<file path="src/rtl/miter_response_monitor.sv">
// Campaign monitor for golden/faulty result pairs: counts samples and mismatches and captures the first mismatch.
// Optional MISR signatures of both result streams are built when MISR_SIGNATURE_EN is defined.
module miter_response_monitor #(
  parameter int RESULT_PRECISION = 32,
  parameter int TOTAL_SAMPLES    = 1024,
`ifdef MISR_SIGNATURE_EN
  parameter logic [RESULT_PRECISION-1:0] MISR_POLY = 32'h04C11DB7,
`endif
  parameter int CNT_W            = 16
) (
  input  logic                               clock,
  input  logic                               reset,
  input  logic                               start_i,
  input  logic                               in_valid_i,
  output logic                               in_ready_o,
  input  logic signed [RESULT_PRECISION-1:0] gm_result_i,
  input  logic signed [RESULT_PRECISION-1:0] fm_result_i,
  output logic                               busy_o,
  output logic                               done_o,
  output logic [CNT_W-1:0]                   sample_cnt_o,
  output logic [CNT_W-1:0]                   mismatch_cnt_o,
  output logic                               mismatch_o,
  output logic [CNT_W-1:0]                   first_idx_o,
  output logic [RESULT_PRECISION-1:0]        first_gm_o,
  output logic [RESULT_PRECISION-1:0]        first_fm_o,
`ifdef MISR_SIGNATURE_EN
  output logic [RESULT_PRECISION-1:0]        gm_sig_o,
  output logic [RESULT_PRECISION-1:0]        fm_sig_o,
`endif
  output logic [1:0]                         dbg_state_o
);

  // Handshake: a pair transfers on a rising edge where in_valid_i && in_ready_o.
  // in_ready_o depends on the state register only, never on in_valid_i.

  typedef enum logic [1:0] {
    S_IDLE    = 2'd0,
    S_COLLECT = 2'd1,
    S_DONE    = 2'd2
  } state_t;

  localparam logic [CNT_W-1:0] LAST_IDX = CNT_W'(TOTAL_SAMPLES - 1);
  localparam logic [CNT_W-1:0] CNT_MAX  = '1;

  state_t                      state_q;
  logic [CNT_W-1:0]            sample_cnt_q, sample_cnt_d;
  logic [CNT_W-1:0]            mismatch_cnt_q, mismatch_cnt_d;
  logic                        mismatch_q;
  logic [CNT_W-1:0]            first_idx_q;
  logic [RESULT_PRECISION-1:0] first_gm_q, first_fm_q;
  logic                        accept;
  logic                        pair_differs;

  assign accept       = in_valid_i && (state_q == S_COLLECT);
  assign pair_differs = (gm_result_i != fm_result_i);

  always_comb begin
    sample_cnt_d   = sample_cnt_q + 1'b1;
    mismatch_cnt_d = mismatch_cnt_q;
    if (mismatch_cnt_q != CNT_MAX) begin
      mismatch_cnt_d = mismatch_cnt_q + 1'b1;
    end
  end

`ifdef MISR_SIGNATURE_EN
  logic [RESULT_PRECISION-1:0] gm_sig_q, fm_sig_q;

  function automatic logic [RESULT_PRECISION-1:0] misr_step(
    input logic [RESULT_PRECISION-1:0] sig,
    input logic [RESULT_PRECISION-1:0] data
  );
    return {sig[RESULT_PRECISION-2:0], 1'b0}
           ^ (sig[RESULT_PRECISION-1] ? MISR_POLY : '0) ^ data;
  endfunction

  always_ff @(posedge clock) begin
    if (reset) begin
      gm_sig_q <= '0;
      fm_sig_q <= '0;
    end else if (start_i && (state_q != S_COLLECT)) begin
      gm_sig_q <= '1;
      fm_sig_q <= '1;
    end else if (accept) begin
      gm_sig_q <= misr_step(gm_sig_q, gm_result_i);
      fm_sig_q <= misr_step(fm_sig_q, fm_result_i);
    end
  end

  assign gm_sig_o = gm_sig_q;
  assign fm_sig_o = fm_sig_q;
`endif

  always_ff @(posedge clock) begin
    if (reset) begin
      state_q        <= S_IDLE;
      sample_cnt_q   <= '0;
      mismatch_cnt_q <= '0;
      mismatch_q     <= 1'b0;
      first_idx_q    <= '0;
      first_gm_q     <= '0;
      first_fm_q     <= '0;
    end else begin
      case (state_q)
        S_IDLE, S_DONE: begin
          if (start_i) begin
            state_q        <= S_COLLECT;
            sample_cnt_q   <= '0;
            mismatch_cnt_q <= '0;
            mismatch_q     <= 1'b0;
            first_idx_q    <= '0;
            first_gm_q     <= '0;
            first_fm_q     <= '0;
          end
        end
        S_COLLECT: begin
          if (accept) begin
            sample_cnt_q <= sample_cnt_d;
            if (pair_differs) begin
              mismatch_cnt_q <= mismatch_cnt_d;
              // Only the first mismatch of a campaign is captured.
              if (!mismatch_q) begin
                mismatch_q  <= 1'b1;
                first_idx_q <= sample_cnt_q;
                first_gm_q  <= gm_result_i;
                first_fm_q  <= fm_result_i;
              end
            end
            if (sample_cnt_q == LAST_IDX) begin
              state_q <= S_DONE;
            end
          end
        end
        default: state_q <= S_IDLE;
      endcase
    end
  end

  assign in_ready_o     = (state_q == S_COLLECT);
  assign busy_o         = (state_q == S_COLLECT);
  assign done_o         = (state_q == S_DONE);
  assign sample_cnt_o   = sample_cnt_q;
  assign mismatch_cnt_o = mismatch_cnt_q;
  assign mismatch_o     = mismatch_q;
  assign first_idx_o    = first_idx_q;
  assign first_gm_o     = first_gm_q;
  assign first_fm_o     = first_fm_q;
  assign dbg_state_o    = state_q;

endmodule

</file>
<file path="config.mk">
export PLATFORM = sky130hd
export DESIGN_NAME = miter_response_monitor
export DESIGN_NICKNAME = d
export VERILOG_FILES = /design/src/rtl/miter_response_monitor.sv
export SDC_FILE = /design/constraint.sdc
export NUM_CORES = 1
export LEC_CHECK = 0
export CAP_MARGIN = 5
export CORE_ASPECT_RATIO = 1.1
export CORE_MARGIN = 4
export CORE_UTILIZATION = 25
export CTS_CLUSTER_DIAMETER = 60
export CTS_CLUSTER_SIZE = 24
export DETAILED_ROUTE_END_ITERATION = 8
export PLACE_DENSITY = 0.59
export SLEW_MARGIN = 15
export SYNTH_ARGS = -nofsm -noshare
export SYNTH_HDL_FRONTEND = slang
export SYNTH_SLANG_ARGS = --single-unit
</file>
<file path="constraint.sdc">
create_clock -name clock -period 6 [get_ports clock]
set_clock_uncertainty 0.05 [all_clocks]
set_input_delay 1.5 -clock clock [delete_from_list [all_inputs] [get_ports clock]]
set_output_delay 1.5 -clock clock [all_outputs]
set_load 0.005 [all_outputs]
</file>
==> results.sh <==
export IMPL_outcome="completed"
export IMPL_syn_inst=635
export IMPL_min_path_cells=2
export IMPL_die_y_um=159.3
export IMPL_clock_sinks=115
export IMPL_avgRoutedWirePerCell_um=16.29
export IMPL_hp_class="flip-flop to flip-flop"
export IMPL_crit_fanout=86
export IMPL_swShare=0.2447
export IMPL_combPwrFrac=0.108
export IMPL_final_cells=1069
export IMPL_grt_first_pass_wirelength_um=27550
export IMPL_rows=55
export IMPL_final_cell_area_um2=7732
export IMPL_antenna_cells=0
export IMPL_crit_slowest_cell="buf_4"
export IMPL_cts_tree="done"
export IMPL_io_pins=186
export IMPL_p_switching_mw=0.4857
export IMPL_drv_slew=0
export IMPL_p_total_mw=1.985
export IMPL_post_dp_cell_area_um2=7163
export IMPL_cp_arrival_ns=4.20
export IMPL_utilization=0.3771
export IMPL_rsz0062_at_grt="no"
export IMPL_route_detailed_drc=0
export IMPL_area_delta_synth_final_pct=48.63
export IMPL_cts_setup_buffers=0
export IMPL_clk_path_buf_depth=2
export IMPL_antenna_found_initial=0
export IMPL_drt_pass1_iter_count=5
export IMPL_vias=5071
export IMPL_initial_core_util=0.2537
export IMPL_drive_gt1_frac=0.05412
export IMPL_nNetsFinal=871
export IMPL_crit_chain="clkdlybuf4s50_1 -> xor2_1 -> nor4_1 -> nand4_2 -> o211ai_4 -> buf_4 -> o21ai_0"
export IMPL_max_stage_delay_ns=0.62
export IMPL_cpLargestDelayFamily="buffers and inverters"
export IMPL_synth_top_area_cell="dfxtp_1"
export IMPL_hold_ws_ns=0.4169
export IMPL_synth_edf_count=0
export IMPL_post_route_period_util=0.6659
export IMPL_fin_ws_ns=2.004
export IMPL_hpwlAfterDp_um=12430
export IMPL_synthFlopType="dfxtp_1"
export IMPL_setup_viol_count_final=0
export IMPL_internal_power_mw=1.499
export IMPL_max_freq_ghz=0.2503
export IMPL_syn_area_per_cell_um2=8.193
export IMPL_ir_drop_mv=0.1547
export IMPL_cts_root_buf="clkbuf_16"
export IMPL_drt_initial_drc_count=299
export IMPL_die_area_um2=23180
export IMPL_clock_latency_ns=0.41
export IMPL_worstMarginPinSlew_ns=1.050
export IMPL_final_hold_viol_count=0
export IMPL_power_density_nw_per_um2=256.7
export IMPL_drv_cap=0
export IMPL_post_cts_resized=0
export IMPL_grt_max_degree=87
export IMPL_post_synth_num_cell_types=45
export IMPL_synth_seq_area_share=0.4425
export IMPL_dp_slack_ns=1.431
export IMPL_grtUsageTotal=0.1490
export IMPL_coreArea_um2=20510
export IMPL_power_share_sequential=0.397
export IMPL_grt_ovfl_total=0
export IMPL_drtAntennaViolNets=0
export IMPL_clockPowerShare=0.495
export IMPL_io_buffers=185
export IMPL_ys_top_cells_by_count="dfxtp_1 (115), nand2_1 (104), nand3_1 (102)"
export IMPL_syn_nets=705
export IMPL_gp_congestion=0.7746
export IMPL_async_flop_share=0
export IMPL_rr_worst_depth=5
export IMPL_placed_cells=1038
export IMPL_grt_pass1_vias=4782
export IMPL_crit_buf_inv=2
export IMPL_worstSetupPathDepth=7
export IMPL_fin_crit_ns=3.996
export IMPL_critical_path_class="input port to flip-flop"
export IMPL_drt_vias_per_instance=4.744
export IMPL_synthTopCellsByArea="dfxtp_1 (44%), nand3_1 (9.8%), o21ai_0 (8.9%)"
export IMPL_slew_headroom=0.3002
export IMPL_ctsHoldBuffers=0
export IMPL_cts_made_buffers=17
export IMPL_dieWidth_um=145.5
export IMPL_synth_seq_cells=115
export IMPL_syn_cell_area_um2=5202
export IMPL_setup_tns_ns=0
export IMPL_startpoint_type="input port"
export IMPL_cts_max_level=4
export IMPL_synth_top_area_frac=0.4425
export IMPL_yosysMostFrequentCell="dfxtp_1"
export IMPL_drt_total_wl_um=17410
export IMPL_p_leak_nw=2.558
export IMPL_fill_cells=2142
export IMPL_end_kind="flip-flop"
export IMPL_ys_warn_count=0
export IMPL_path_clk_slew_ns=0.05
export IMPL_required_ns=6.20
## area by class of cell
class	count	area [um2]	area share
Clock inverter	10	108.9	0.01408
Multi-Input combinational cell	472	2608	0.3372
Sequential cell	115	2302	0.2977
Clock buffer	21	460.4	0.05955
Inverter	5	18.77	0.002427
Timing Repair Buffer	190	1914	0.2476
Tap cell	256	320.3	0.04142
## cells by family (layout without fill, tap and decap cells)
group,after synthesis,in the layout,share of synthesized area
adders and majority gates,2,2,0.004809
xor gates and xnor gates,42,42,0.07071
muxes,5,5,0.009620
buffers and inverters,48,226,0.05916
DFF,115,115,0.4425
and+or+nand+nor,296,296,0.2785
AOI/OAI and AO/OA,127,127,0.1347
## power groups by stage
stage          Sequential, mW  Clock, mW  Combinational (mW)
2_1_floorplan           0.804          0               0.111
4_1_cts                 0.787       1.01               0.219
3_5_place_dp            0.804          0               0.218
6_report                0.788      0.982               0.215
5_1_grt                 0.789       1.05               0.236
3_3_place_gp            0.804          0               0.218
## worst register-to-register path, delay by kind of cell (launching register included)
family	cells	cell delay, ns
flip-flops	1	0.48
multiplexers	1	0.21
AO/OA/AOI/OAI	1	0.20
AND/OR/NAND/NOR	3	1.23
## worst paths after layout
check	slack, ns	from	end
min	0.42	first_gm_o[16]$_SDFFE_PP0P_	first_gm_o[16]$_SDFFE_PP0P_
min reg2reg	0.42	first_gm_o[16]$_SDFFE_PP0P_	first_gm_o[16]$_SDFFE_PP0P_
max	2.00	gm_result_i[25]	first_gm_o[24]$_SDFFE_PP0P_
max reg2reg	3.75	mismatch_cnt_o[3]$_SDFFE_PP0P_	mismatch_cnt_o[5]$_SDFFE_PP0P_
## layout by cell type, fill, tap and decap left out, drive strengths merged, types with 3 or more instances in the layout
cell | Yosys | final
clkbuf | 32 | 21
clkinv | 0 | 6
nand3 | 102 | 102
xor2 | 36 | 36
o2111ai | 5 | 5
nor3 | 8 | 8
xnor2 | 6 | 6
nor2b | 3 | 3
nand2b | 6 | 6
nand2 | 104 | 104
mux2i | 5 | 5
buf | 11 | 5
a21o | 4 | 4
o21ai | 93 | 93
nor2 | 18 | 18
and4 | 3 | 3
inv | 5 | 5
or3 | 13 | 13
a21oi | 17 | 17
and3 | 6 | 6
nor4 | 12 | 12
nand4 | 11 | 11
dfxtp | 115 | 115
clkdlybuf4s50 | 0 | 185
## state kept, by name, summed over array words and instances (netlist names)
| register | cells |
|---|---|
| first_fm_o | 32 |
| first_gm_o | 32 |
| first_idx_o | 16 |
| mismatch_cnt_o | 16 |
| sample_cnt_o | 16 |
| dbg_state_o | 2 |
| mismatch_o | 1 |
## metal layers
metal | vias up | part of all wire | GRT usage
met5 | - | 0 | 0
met4 | 0 | 0.012 | 0.04793
li1 | 2575 | - | -
met1 | 2317 | 0.46 | 0.1917
met2 | 168 | 0.48 | 0.2472
met3 | 11 | 0.050 | 0.03530
No activity file was read; power rests on OpenSTA's default activity.
